<file path="config.mk">
export PLATFORM = sky130hd
export DESIGN_NAME = pc_branch_ctrl_flat
export DESIGN_NICKNAME = d
export VERILOG_FILES = /design/src/rtl/pc_branch_ctrl_if.sv /design/src/rtl/pc_branch_ctrl.sv /design/src/flat_wrapper.sv
export SDC_FILE = /design/constraint.sdc
export NUM_CORES = 1
export LEC_CHECK = 0
export ABC_AREA = 0
export BUFFER_PORTS_ARGS = -buffer_cell sky130_fd_sc_hd__buf_2
export CORE_ASPECT_RATIO = 2
export CORE_UTILIZATION = 40
export DETAILED_ROUTE_END_ITERATION = 8
export PLACE_DENSITY = 0.77
export SYNTH_ARGS = -nofsm -noshare
export SYNTH_HDL_FRONTEND = slang
export SYNTH_SLANG_ARGS = --single-unit
</file>
<file path="constraint.sdc">
create_clock -name clk -period 7 [get_ports clk]
set_input_delay 1.4 -clock clk [delete_from_list [all_inputs] [get_ports clk]]
set_output_delay 1.4 -clock clk [all_outputs]
set_load 0.02 [all_outputs]
</file>
<file path="src/rtl/pc_branch_ctrl_if.sv">
// pc_branch_ctrl_if: EX-stage branch inputs and fetch/flush outputs of the PC controller.
interface pc_branch_ctrl_if #(
    parameter int PC_W  = 32,
    parameter int CNT_W = 16
);
    logic             stall_i;
    logic             ex_valid;
    logic             ex_is_beq;
    logic             ex_is_bne;
    logic             ex_is_jump;
    logic             ex_zero;
    logic [PC_W-1:0]  ex_pc_plus1;
    logic [PC_W-1:0]  ex_offset;
    logic [25:0]      ex_jidx;
    logic [PC_W-1:0]  pc_o;
    logic [PC_W-1:0]  pc_plus1_o;
    logic             flush_ifid;
    logic             flush_idex;
    logic             redirect_o;
    logic             squash_o;
    logic [CNT_W-1:0] taken_cnt;

    modport master (
        output stall_i, ex_valid, ex_is_beq, ex_is_bne, ex_is_jump, ex_zero,
               ex_pc_plus1, ex_offset, ex_jidx,
        input  pc_o, pc_plus1_o, flush_ifid, flush_idex, redirect_o, squash_o, taken_cnt
    );

    modport slave (
        input  stall_i, ex_valid, ex_is_beq, ex_is_bne, ex_is_jump, ex_zero,
               ex_pc_plus1, ex_offset, ex_jidx,
        output pc_o, pc_plus1_o, flush_ifid, flush_idex, redirect_o, squash_o, taken_cnt
    );
endinterface

</file>
<file path="src/rtl/pc_branch_ctrl.sv">
// pc_branch_ctrl: program counter with EX-stage branch/jump redirect, IF/ID squash and stall arbitration.
module pc_branch_ctrl #(
    parameter int                PC_W          = 32,
    parameter logic [PC_W-1:0]   RESET_PC      = '0,
    parameter int                SQUASH_CYCLES = 2,
    parameter int                CNT_W         = 16
) (
    input  logic               clk,
    input  logic               rst_n,
    pc_branch_ctrl_if.slave    bus
);
    localparam int SC_W = (SQUASH_CYCLES > 1) ? $clog2(SQUASH_CYCLES) : 1;
    localparam logic [SC_W-1:0] SC_INIT = SC_W'(SQUASH_CYCLES - 1);

    if (SQUASH_CYCLES < 1) begin : g_bad_squash
        $error("pc_branch_ctrl: SQUASH_CYCLES must be at least 1");
    end

    typedef enum logic {RUN, SQUASH} state_t;

    state_t           state_q, state_d;
    logic [SC_W-1:0]  sc_q, sc_d;
    logic [PC_W-1:0]  pc_q, pc_d, target;
    logic [CNT_W-1:0] cnt_q;
    logic             take_br, take_j, take;

    always_comb begin
        take_br = bus.ex_valid & ((bus.ex_is_beq & bus.ex_zero) | (bus.ex_is_bne & ~bus.ex_zero));
        take_j  = bus.ex_valid & bus.ex_is_jump;
        // reset gating keeps every redirect/flush output quiet while rst_n is low
        take    = rst_n & (state_q == RUN) & (take_br | take_j);
        target  = take_j ? {bus.ex_pc_plus1[PC_W-1:26], bus.ex_jidx}
                         : bus.ex_pc_plus1 + bus.ex_offset;
        pc_d    = take ? target : bus.stall_i ? pc_q : pc_q + PC_W'(1);
        state_d = state_q;
        sc_d    = sc_q;
        if (state_q == RUN) begin
            state_d = take ? SQUASH : RUN;
            sc_d    = take ? SC_INIT : sc_q;
        end else begin
            state_d = (sc_q == '0) ? RUN : SQUASH;
            sc_d    = sc_q - SC_W'(1);
        end
    end

    always_ff @(posedge clk) begin
        if (!rst_n) begin
            state_q <= RUN;
            sc_q    <= '0;
            pc_q    <= RESET_PC;
            cnt_q   <= '0;
        end else begin
            state_q <= state_d;
            sc_q    <= sc_d;
            pc_q    <= pc_d;
            if (take && !(&cnt_q))
                cnt_q <= cnt_q + CNT_W'(1);
        end
    end

    assign bus.pc_o       = pc_q;
    assign bus.pc_plus1_o = pc_q + PC_W'(1);
    assign bus.redirect_o = take;
    assign bus.flush_ifid = take;
    assign bus.flush_idex = take;
    assign bus.squash_o   = rst_n & (state_q == SQUASH);
    assign bus.taken_cnt  = cnt_q;
endmodule

</file>
<file path="src/flat_wrapper.sv">
// flat-port wrapper written by rule: the top's interface ports become plain ports
module pc_branch_ctrl_flat 
#(
    parameter int                PC_W          = 32,
    parameter logic [PC_W-1:0]   RESET_PC      = '0,
    parameter int                SQUASH_CYCLES = 2,
    parameter int                CNT_W         = 16
)
  (clk, rst_n, bus_stall_i, bus_ex_valid, bus_ex_is_beq, bus_ex_is_bne, bus_ex_is_jump, bus_ex_zero, bus_ex_pc_plus1, bus_ex_offset, bus_ex_jidx, bus_pc_o, bus_pc_plus1_o, bus_flush_ifid, bus_flush_idex, bus_redirect_o, bus_squash_o, bus_taken_cnt);
  pc_branch_ctrl_if #(.PC_W(PC_W), .CNT_W(CNT_W)) bus_i ();
  input  logic clk;
  input  logic rst_n;
  input wire logic [$bits(bus_i.stall_i)-1:0] bus_stall_i;
  input wire logic [$bits(bus_i.ex_valid)-1:0] bus_ex_valid;
  input wire logic [$bits(bus_i.ex_is_beq)-1:0] bus_ex_is_beq;
  input wire logic [$bits(bus_i.ex_is_bne)-1:0] bus_ex_is_bne;
  input wire logic [$bits(bus_i.ex_is_jump)-1:0] bus_ex_is_jump;
  input wire logic [$bits(bus_i.ex_zero)-1:0] bus_ex_zero;
  input wire logic [$bits(bus_i.ex_pc_plus1)-1:0] bus_ex_pc_plus1;
  input wire logic [$bits(bus_i.ex_offset)-1:0] bus_ex_offset;
  input wire logic [$bits(bus_i.ex_jidx)-1:0] bus_ex_jidx;
  output wire logic [$bits(bus_i.pc_o)-1:0] bus_pc_o;
  output wire logic [$bits(bus_i.pc_plus1_o)-1:0] bus_pc_plus1_o;
  output wire logic [$bits(bus_i.flush_ifid)-1:0] bus_flush_ifid;
  output wire logic [$bits(bus_i.flush_idex)-1:0] bus_flush_idex;
  output wire logic [$bits(bus_i.redirect_o)-1:0] bus_redirect_o;
  output wire logic [$bits(bus_i.squash_o)-1:0] bus_squash_o;
  output wire logic [$bits(bus_i.taken_cnt)-1:0] bus_taken_cnt;
  assign bus_i.stall_i = bus_stall_i;
  assign bus_i.ex_valid = bus_ex_valid;
  assign bus_i.ex_is_beq = bus_ex_is_beq;
  assign bus_i.ex_is_bne = bus_ex_is_bne;
  assign bus_i.ex_is_jump = bus_ex_is_jump;
  assign bus_i.ex_zero = bus_ex_zero;
  assign bus_i.ex_pc_plus1 = bus_ex_pc_plus1;
  assign bus_i.ex_offset = bus_ex_offset;
  assign bus_i.ex_jidx = bus_ex_jidx;
  assign bus_pc_o = bus_i.pc_o;
  assign bus_pc_plus1_o = bus_i.pc_plus1_o;
  assign bus_flush_ifid = bus_i.flush_ifid;
  assign bus_flush_idex = bus_i.flush_idex;
  assign bus_redirect_o = bus_i.redirect_o;
  assign bus_squash_o = bus_i.squash_o;
  assign bus_taken_cnt = bus_i.taken_cnt;
  pc_branch_ctrl #(.PC_W(PC_W), .RESET_PC(RESET_PC), .SQUASH_CYCLES(SQUASH_CYCLES), .CNT_W(CNT_W)) u_core (.clk(clk), .rst_n(rst_n), .bus(bus_i));
endmodule
</file>
==> reports/results.md, run 1 <==
Run status
- complete, no violations — status

STA
- 0.669 ns — measured slew at the worst slew-check pin
- 55.4% — Rel. slew slack
- 57.5% — post-route clock period utilization
- 0 — final hold viol count
- 4.02 ns — minimum clock period after layout
- 0.249 GHz — Max Clk Rate
- 0 — number of setup violations in the final report
- 0 — Max Transition Viols Final
- no — RSZ-0062 raised after global routing
- 0.00682 ns — Final Skew
- 0 ns — sum of negative setup slack

Power and ir drop
- 167 nW/um^2 — Power Density
- 38.3% — switching share of power
- 146 uV — worst ir drop on vdd
- 27.6% — clock network power share
- 0.398 mW — Switching Power
- 0.642 mW — Int Pwr
- 33.2% — sequential cell fraction of total power
- 2.89 nW — static leakage
- 39.1% — relative contribution of combinational cells to total power
- 1.04 mW — Design Power

Global routing
- met2 — global-route layer with the greatest usage
- 24.3 mm — global-route wire length before repair
- 40 — pin count of the biggest net entering global routing
- 1.98% — routing usage on met3
- 25.9% — global-route met1 utilization
- 5,113 — number of global-route vias before repair
- 23.6% — All-Layer GR Usage
- 0 — total gr overflow
- 41.8% — met2 layer usage reported by global route
- 2 — initial antenna violation count

Finish
- 49.8% — core occupancy in the finished layout
- 6220 um^2 — fin area
- 1,284 — total of fill cells in the finished design
- 971 — nets@finish
- 26.4% — ratio of cells with drive above 1 in the final layout
- 22.0% — Area Growth Syn to Fin

CTS
- 0 — buffer count from post-CTS setup fixing
- 2 — clock tree buffer depth
- 0.29 ns — clk_lat worst skew
- 5 — number of buffers inserted during clock tree synthesis
- 0 — hold buffer count at CTS
- 2 — number of levels in the clock H-tree
- 0 — post-cts repair resize count
- 50 — Sinks on Clock Net
- 0.07 ns — clock-pin slew of the registers on the worst-case setup and hold paths
- sky130_fd_sc_hd__clkbuf_16 — Clock Root Buffer
- yes — clock tree from TritonCTS

Routing
- 282 — Detailed Route Iter0 Violations
- 0 — antenna-violating nets left
- 5.53 — Via density
- 15.4 mm — overall routed net length
- 5,489 — vias after detailed routing
- 15.5 um — DR WL/cell
- 0 — Post-route DRC
- 7 — Detailed Routing Iterations Pass 1

Yosys
- sky130_fd_sc_hd__dfxtp_1 — cell taking the most area after synthesis
- 5090 um^2 — Post-Syn Area
- 0 — number of enable-type register cells in the synthesized netlist
- 0 — Yosys warning total
- 817 — net count of the mapped netlist
- 50 — number of synthesized register bits
- 71 — number of distinct library cells after synthesis
- sky130_fd_sc_hd__dfxtp_1 (20%), sky130_fd_sc_hd__xnor2_1 (9.3%), sky130_fd_sc_hd__ha_1 (8.1%), sky130_fd_sc_hd__xor2_1 (6.5%), sky130_fd_sc_hd__a21oi_1 (5.9%) — synth top area cells
- 19.7% — top cell type's share of synthesized area
- 19.7% — sequential fraction of the synthesis area
- 7.44 um^2 — Post-Syn Area per Cell
- 0% — Async S/R FF share, synth
- 685 — Post-Syn Instances
- sky130_fd_sc_hd__dfxtp_1 — main flop type after synthesis

Critical path
- 2.62 ns — arrival time at the worst endpoint
- primary output — kind of capture point of the worst setup path
- input pin — kind of start point of the critical path
- input pin to primary output — worst setup path class
- 32 — worst-path fanout max
- 4.48 ns — setup slack, reg-to-reg
- 5.60 ns — data required time of the critical path

Placement
- 0.901 — final weighted congestion of routability-driven global placement
- 181 — number of input and output port buffers inserted
- 12.6 mm — HPWL after DPL
- 6040 um^2 — cell area reported after detailed placement

Hold path
- flip-flop to flip-flop — class of the tightest hold or removal check

Floorplanning
- 182 — ports placed on the boundary
- 58 — number of rows created at floorplan
- 12,500 um^2 — CORE AREA
- 81.8 um — die width
- 40.8% — starting utilization of the core area
- 13,200 um^2 — Die ar.
- 162 um — Chip Height

Run
- 0 — Max Cap Viol

## metrics by stage
stage / setup WS, ns / hold slack [ns] / std cells
final: 2.98 / 0.504 / 992
after floorplan: 3.20 / 0.459 / 685
after global routing: 2.78 / 0.552 / 992
after global placement: 2.99 / 0.468 / 982
after CTS: 2.93 / 0.501 / 990
after detailed placement: 2.96 / 0.481 / 982
## power groups by stage
stage / Sequential [mW] / Clock, mW / Combinational (mW)
finish: 0.346 / 0.287 / 0.407
global placement: 0.352 / 0 / 0.401
floorplan: 0.365 / 0 / 0.266
CTS: 0.345 / 0.291 / 0.406
detailed placement: 0.352 / 0 / 0.404
global route: 0.349 / 0.300 / 0.448
## final timing paths
kind / start / endpoint / cells after the start
worst max-delay path: bus_ex_zero / bus_flush_ifid / 6
worst min-delay path: u_core.sc_q$_SDFFE_PN0P_ / u_core.state_q$_SDFF_PN0_ / 2
worst max register to register: u_core.bus.pc_o[0]$_SDFFE_PN0P_ / u_core.bus.pc_o[26]$_SDFFE_PN0P_ / 8
worst min register to register: u_core.sc_q$_SDFFE_PN0P_ / u_core.state_q$_SDFF_PN0_ / 2
## flip-flops by register name, indices dropped and copies added (netlist names)
name,count
u_core.bus.pc_o,32
u_core.bus.taken_cnt,16
u_core.sc_q,1
u_core.state_q,1
## placed cells by master, fill, tap and decap left out, drive strengths merged, types with 5 or more instances in the layout
master  netlist  routed
nand3        41      41
xnor2        54      54
nor2b         8       8
a211oi       13      13
and3         12      12
nor3         23      23
buf          21     185
clkbuf       17       5
a21oi        60      60
a21o          6       6
and2          7       7
a211o         8       8
a221oi        9       9
nor2         71      71
o21a          5       5
nand4        13      13
nor4          6       6
inv          13      15
o21ai        31      31
xor2         38      38
ha           33      33
a31oi         6       6
dfxtp        50      50
nand2        80      80
## final cells by class
cell class / count / area, um^2 / area share (%)
clock buffers: 5 / 125 / 2.01
inverters: 14 / 52.6 / 0.845
clock inverters: 3 / 47.5 / 0.765
flip-flops and latches: 50 / 1000 / 16.1
well taps: 150 / 188 / 3.02
repair buffers: 185 / 936 / 15.1
diodes: 2 / 5.00 / 0.0805
multi-input cells: 583 / 3860 / 62.1
## synthesized netlist by cell type, drive strengths merged, types with 13 or more instances
cell and n:
a211oi 13, a21oi 60, buf 21, clkbuf 17, dfxtp 50, ha 33, inv 13, nand2 80
nand3 41, nand4 13, nor2 71, nor3 23, o21ai 31, xnor2 54, xor2 38
## critical path, cell delays in order
cell and delay, ns:
sky130_fd_sc_hd__buf_2 0.10, sky130_fd_sc_hd__mux2_2 0.23, sky130_fd_sc_hd__o211a_4 0.38, sky130_fd_sc_hd__nand2_1 0.17, sky130_fd_sc_hd__inv_1 0.15, sky130_fd_sc_hd__buf_2 0.18
## cell families (layout without fill, tap and decap cells)
family / Yosys count / after routing / synth area share [%]
AO/OA/AOI/OAI: 174 / 174 / 23.0
AND/OR/NAND/NOR: 281 / 281 / 28.1
flip-flops: 50 / 50 / 19.7
adder cells (fa/ha/maj): 34 / 34 / 8.50
other: 0 / 2 / 0
multiplexers: 2 / 2 / 0.418
buffers and inverters: 52 / 207 / 4.54
XOR/XNOR: 92 / 92 / 15.8
## metal layers
metal  vias to the layer above  wire length (um)
met5                         -                 0
met1                      2484              5870
met3                        51               599
met4                         0               921
li1                       2771                 -
met2                       183              8010
(Power assumes the default switching activity.)
==> run 2: changes to the inputs <==
- clock period: 7 -> 3.9 ns (I/O delays scaled with it)
==> reports/results.md, run 2 (same netlist as run 1, synthesis figures left out) <==
Power and ir drop
- 299 nW/um^2 — Power Density
- 2.90 nW — static leakage
- 261 uV — worst ir drop on vdd

Critical path
- 3.12 ns — data required time of the critical path
- primary output — kind of capture point of the worst setup path
- 2.60 ns — arrival time at the worst endpoint
- 1.35 ns — setup slack, reg-to-reg
- 6 — worst-path fanout max
- u_core.bus.pc_o[0]$_SDFFE_PN0P_ — Crit Reg-Reg Startpoint
- flip-flop to primary output — worst setup path class
- u_core.bus.pc_o[24]$_SDFFE_PN0P_ — destination of the worst register-to-register timing path
- 9 — length in cells of the worst reg-to-reg path
- flip-flop — kind of start point of the critical path

Finish
- 22.3% — Area Growth Syn to Fin
- 973 — nets@finish
- sky130_fd_sc_hd__buf_2 — most common cell after layout, fill and taps aside
- sky130_fd_sc_hd__buf_2 (181), sky130_fd_sc_hd__nand2_1 (79), sky130_fd_sc_hd__nor2_1 (71) — top library cells by usage in the layout, fill and taps aside
- 26.5% — ratio of cells with drive above 1 in the final layout
- 6230 um^2 — fin area
- 32 — number of flip-flops in the largest register
- 1,302 — total of fill cells in the finished design

Global routing
- 4 — initial antenna violation count
- 35 — pin count of the biggest net entering global routing
- 5,336 — number of global-route vias before repair
- 24.1% — All-Layer GR Usage
- 0 — total gr overflow
- 25.1 mm — global-route wire length before repair

CTS
- 0.07 ns — clock-pin slew of the registers on the worst-case setup and hold paths
- sky130_fd_sc_hd__clkbuf_16 — Clock Root Buffer
- 0.29 ns — clk_lat worst skew
- 2 — number of levels in the clock H-tree
- 5 — number of buffers inserted during clock tree synthesis
- 0 — buffer count from post-CTS setup fixing
- 2 — clock tree buffer depth
- 50 — Sinks on Clock Net
- 0 — post-cts repair resize count
- yes — clock tree from TritonCTS
- 0 — hold buffer count at CTS

Routing
- 5,612 — vias after detailed routing
- 16.0 um — DR WL/cell
- 373 — Detailed Route Iter0 Violations
- 0 — Post-route DRC
- 15.9 mm — overall routed net length
- 0 — antenna-violating nets left
- 4 — Detailed Routing Iterations Pass 1
- 5.63 — Via density

STA
- 0.00805 ns — Final Skew
- 52.4% — Rel. slew slack
- 0 — number of setup violations in the final report
- 3.38 ns — minimum clock period after layout
- no — RSZ-0062 raised after global routing
- 0 ns — sum of negative setup slack
- 0 — Max Transition Viols Final
- 86.7% — post-route clock period utilization
- 0.296 GHz — Max Clk Rate
- 0.714 ns — measured slew at the worst slew-check pin
- 0 — final hold viol count

Floorplanning
- 182 — ports placed on the boundary
- 40.8% — starting utilization of the core area
- 81.8 um — die width
- 162 um — Chip Height
- 13,200 um^2 — Die ar.
- 58 — number of rows created at floorplan
- 12,500 um^2 — CORE AREA

Placement
- 12.8 mm — HPWL after DPL
- 0.884 — final weighted congestion of routability-driven global placement
- 6050 um^2 — cell area reported after detailed placement
- 181 — number of input and output port buffers inserted

Run status
- complete, no violations — status

Hold path
- u_core.sc_q$_SDFFE_PN0P_ — HP Start
- u_core.state_q$_SDFF_PN0_ — hold endpoint
- flip-flop to flip-flop — class of the tightest hold or removal check
- 2 — worst hold path depth

Run
- 0 — Max Cap Viol

-- run 2: cell count changes in the layout (fill, tap and decap cells not counted), sizes merged --
cell	delta
diode	+2
clkinvlp	+1
buf	+2
clkbuf	+1
inv	-2
-- run 2: how the worst max path moves through the flow --
stage,start,endpoint,cells past startpoint
2_1_floorplan,u_core.bus.pc_o[18]$_SDFFE_PN0P_,bus_pc_plus1_o[31],8
3_3_place_gp,bus_ex_offset[8],u_core.bus.pc_o[29]$_SDFFE_PN0P_,10
3_5_place_dp,bus_ex_offset[0],u_core.bus.pc_o[30]$_SDFFE_PN0P_,11
4_1_cts,u_core.bus.pc_o[0]$_SDFFE_PN0P_,bus_pc_plus1_o[24],8
5_1_grt,u_core.bus.pc_o[0]$_SDFFE_PN0P_,bus_pc_plus1_o[31],8
6_report,u_core.bus.pc_o[0]$_SDFFE_PN0P_,bus_pc_plus1_o[31],8
-- run 2: area by class of cell --
type                            count  area (um^2)  area share, %
Antenna cell                        4         10.0          0.161
Clock inverter                      2         37.5          0.603
Inverter                           14         52.6          0.844
Tap cell                          150          188           3.01
Sequential cell                    50         1000           16.1
Multi-Input combinational cell    583         3860           62.0
Timing Repair Buffer              187          951           15.3
Clock buffer                        6          129           2.07
-- run 2: per-stage QoR --
step,power [mW],hold slack (ns),util (%),cells,worst slack [ns]
floorplan,1.13,0.459,-,685,0.935
global placement,1.35,0.479,48.5,984,0.739
detailed placement,1.36,0.495,48.5,984,0.686
CTS,1.86,0.506,49.8,992,0.485
global route,1.96,0.540,49.9,996,0.307
finish,1.86,0.505,49.9,996,0.519
-- run 2: worst max-delay path: stages, from the launching register on --
cell	delay, ns
sky130_fd_sc_hd__dfxtp_1	0.46
sky130_fd_sc_hd__and4_1	0.29
sky130_fd_sc_hd__and4_1	0.30
sky130_fd_sc_hd__and2_1	0.21
sky130_fd_sc_hd__nand4_1	0.23
sky130_fd_sc_hd__nor4_2	0.32
sky130_fd_sc_hd__nand3_1	0.14
sky130_fd_sc_hd__xnor2_1	0.17
sky130_fd_sc_hd__buf_2	0.18
-- run 2: power breakdown --
part | total (mW) | internal (mW) | switching (mW) | leakage [nW]
registers | 0.619 | 0.549 | 0.0698 | 0.410
clock network | 0.503 | 0.303 | 0.200 | 0.0771
logic | 0.739 | 0.297 | 0.442 | 2.41
total | 1.86 | 1.15 | 0.712 | 2.90
-- run 2: per-layer routing --
metal / GRT usage (%) / share of wire, %
met1: 27.5 / 39
met2: 42.0 / 52
met3: 1.86 / 3.4
met4: 14.2 / 4.8
met5: 0 / 0
==> run 3: changes to the inputs <==
- CORE_UTILIZATION: 40 -> 35
- CTS_CLUSTER_DIAMETER: not set -> 120
- PLACE_DENSITY: 0.77 -> 0.7
==> reports/results.md, run 3 (same netlist as run 1, synthesis figures left out) <==
Routing
- 292 — Detailed Route Iter0 Violations
- 8 — Detailed Routing Iterations Pass 1
- 5.39 — Via density
- 0 — antenna-violating nets left
- 0 — Post-route DRC
- 5,607 — vias after detailed routing
- 16.0 um — DR WL/cell
- 16.6 mm — overall routed net length

Critical path
- 9 — length in cells of the worst reg-to-reg path
- 1.49 ns — setup slack, reg-to-reg
- u_core.bus.pc_o[0]$_SDFFE_PN0P_ — Crit Reg-Reg Startpoint
- 3.12 ns — data required time of the critical path
- 2.57 ns — arrival time at the worst endpoint
- 7 — worst-path fanout max
- flip-flop — kind of start point of the critical path
- flip-flop to primary output — worst setup path class
- primary output — kind of capture point of the worst setup path
- u_core.bus.pc_o[24]$_SDFFE_PN0P_ — destination of the worst register-to-register timing path

CTS
- 0.30 ns — clk_lat worst skew
- 2 — number of levels in the clock H-tree
- 0 — hold buffer count at CTS
- 0.08 ns — clock-pin slew of the registers on the worst-case setup and hold paths
- 0 — buffer count from post-CTS setup fixing
- 50 — Sinks on Clock Net
- yes — clock tree from TritonCTS
- 5 — number of buffers inserted during clock tree synthesis
- 2 — clock tree buffer depth
- sky130_fd_sc_hd__clkbuf_16 — Clock Root Buffer
- 0 — post-cts repair resize count

Floorplanning
- 173 um — Chip Height
- 14,300 um^2 — CORE AREA
- 35.7% — starting utilization of the core area
- 182 — ports placed on the boundary
- 87.3 um — die width
- 62 — number of rows created at floorplan
- 15,100 um^2 — Die ar.

Finish
- 975 — nets@finish
- 44.0% — core occupancy in the finished layout
- 23.4% — Area Growth Syn to Fin
- 26.8% — ratio of cells with drive above 1 in the final layout
- sky130_fd_sc_hd__buf_2 (181), sky130_fd_sc_hd__nand2_1 (79), sky130_fd_sc_hd__nor2_1 (71) — top library cells by usage in the layout, fill and taps aside
- 1,557 — total of fill cells in the finished design
- 32 — number of flip-flops in the largest register
- sky130_fd_sc_hd__buf_2 — most common cell after layout, fill and taps aside
- 6280 um^2 — fin area

STA
- 3.35 ns — minimum clock period after layout
- 0 ns — sum of negative setup slack
- 48.0% — Rel. slew slack
- 0.780 ns — measured slew at the worst slew-check pin
- 86.0% — post-route clock period utilization
- 0.0115 ns — Final Skew
- 0 — Max Transition Viols Final
- 0.298 GHz — Max Clk Rate
- 0 — final hold viol count
- no — RSZ-0062 raised after global routing
- 0 — number of setup violations in the final report

Power and ir drop
- 2.90 nW — static leakage
- 290 nW/um^2 — Power Density
- 149 uV — worst ir drop on vdd

Placement
- 13.7 mm — HPWL after DPL
- 6120 um^2 — cell area reported after detailed placement
- 181 — number of input and output port buffers inserted
- 0.931 — final weighted congestion of routability-driven global placement

Global routing
- 22.2% — All-Layer GR Usage
- 5,524 — number of global-route vias before repair
- 26.5 mm — global-route wire length before repair
- 4 — initial antenna violation count
- 0 — total gr overflow
- 35 — pin count of the biggest net entering global routing

Hold path
- flip-flop to flip-flop — class of the tightest hold or removal check
- 2 — worst hold path depth
- u_core.state_q$_SDFF_PN0_ — hold endpoint
- u_core.sc_q$_SDFFE_PN0P_ — HP Start

Run status
- complete, no violations — status

Run
- 0 — Max Cap Viol

==> run 3: cell type report <==
class / count / area (um^2) / share of cell area (%)
antenna: 4 / 10.0 / 0.159
clock buffer: 5 / 125 / 1.99
clock inverter: 3 / 28.8 / 0.458
inverter: 14 / 52.6 / 0.836
multi-input combinational: 583 / 3860 / 61.4
sequential: 50 / 1000 / 15.9
tap: 192 / 240 / 3.82
timing repair buffer: 189 / 966 / 15.4
==> run 3: per-stage QoR <==
| step | power [mW] | worst slack [ns] | cells | hold WS (ns) |
|---|---|---|---|---|
| floorplan | 1.13 | 0.935 | 685 | 0.459 |
| global placement | 1.36 | 0.696 | 1028 | 0.478 |
| detailed placement | 1.37 | 0.642 | 1028 | 0.485 |
| CTS | 1.83 | 0.539 | 1036 | 0.498 |
| global route | 1.93 | 0.324 | 1040 | 0.529 |
| finish | 1.82 | 0.548 | 1040 | 0.506 |
==> run 3: power breakdown <==
part / switching, mW / leakage (nW) / internal (mW) / total (mW)
Clock: 0.215 / 0.0759 / 0.245 / 0.460
Sequential: 0.0709 / 0.410 / 0.549 / 0.620
Combinational: 0.444 / 2.42 / 0.299 / 0.743
==> run 3: worst max-delay path, stage by stage, from the launching register on <==
cell,delay [ns]
sky130_fd_sc_hd__dfxtp_1,0.53
sky130_fd_sc_hd__nand2_1,0.17
sky130_fd_sc_hd__nor4_4,0.34
sky130_fd_sc_hd__and2_1,0.25
sky130_fd_sc_hd__nand4_1,0.25
sky130_fd_sc_hd__nor4_2,0.30
sky130_fd_sc_hd__nand3_1,0.14
sky130_fd_sc_hd__xnor2_1,0.14
sky130_fd_sc_hd__buf_2,0.17
==> run 3: routing by layer <==
layer  GRT usage [%]  routed length [um]
met1            23.1                6150
met4            15.9                1090
met3            2.39                 682
met2            39.8                8720
met5               0                   0
==> run 3: how the worst max path moves through the flow <==
stage                                                start                                to  slack (ns)  cells past startpoint
after floorplan           u_core.bus.pc_o[18]$_SDFFE_PN0P_                bus_pc_plus1_o[31]        0.93                      8
after global placement                    bus_ex_offset[9]  u_core.bus.pc_o[19]$_SDFFE_PN0P_        0.70                     10
after detailed placement                  bus_ex_offset[9]  u_core.bus.pc_o[19]$_SDFFE_PN0P_        0.64                     10
after CTS                  u_core.bus.pc_o[0]$_SDFFE_PN0P_                bus_pc_plus1_o[24]        0.54                      8
after global routing       u_core.bus.pc_o[0]$_SDFFE_PN0P_                bus_pc_plus1_o[24]        0.32                      8
final                     u_core.bus.pc_o[18]$_SDFFE_PN0P_                bus_pc_plus1_o[31]        0.55                      8
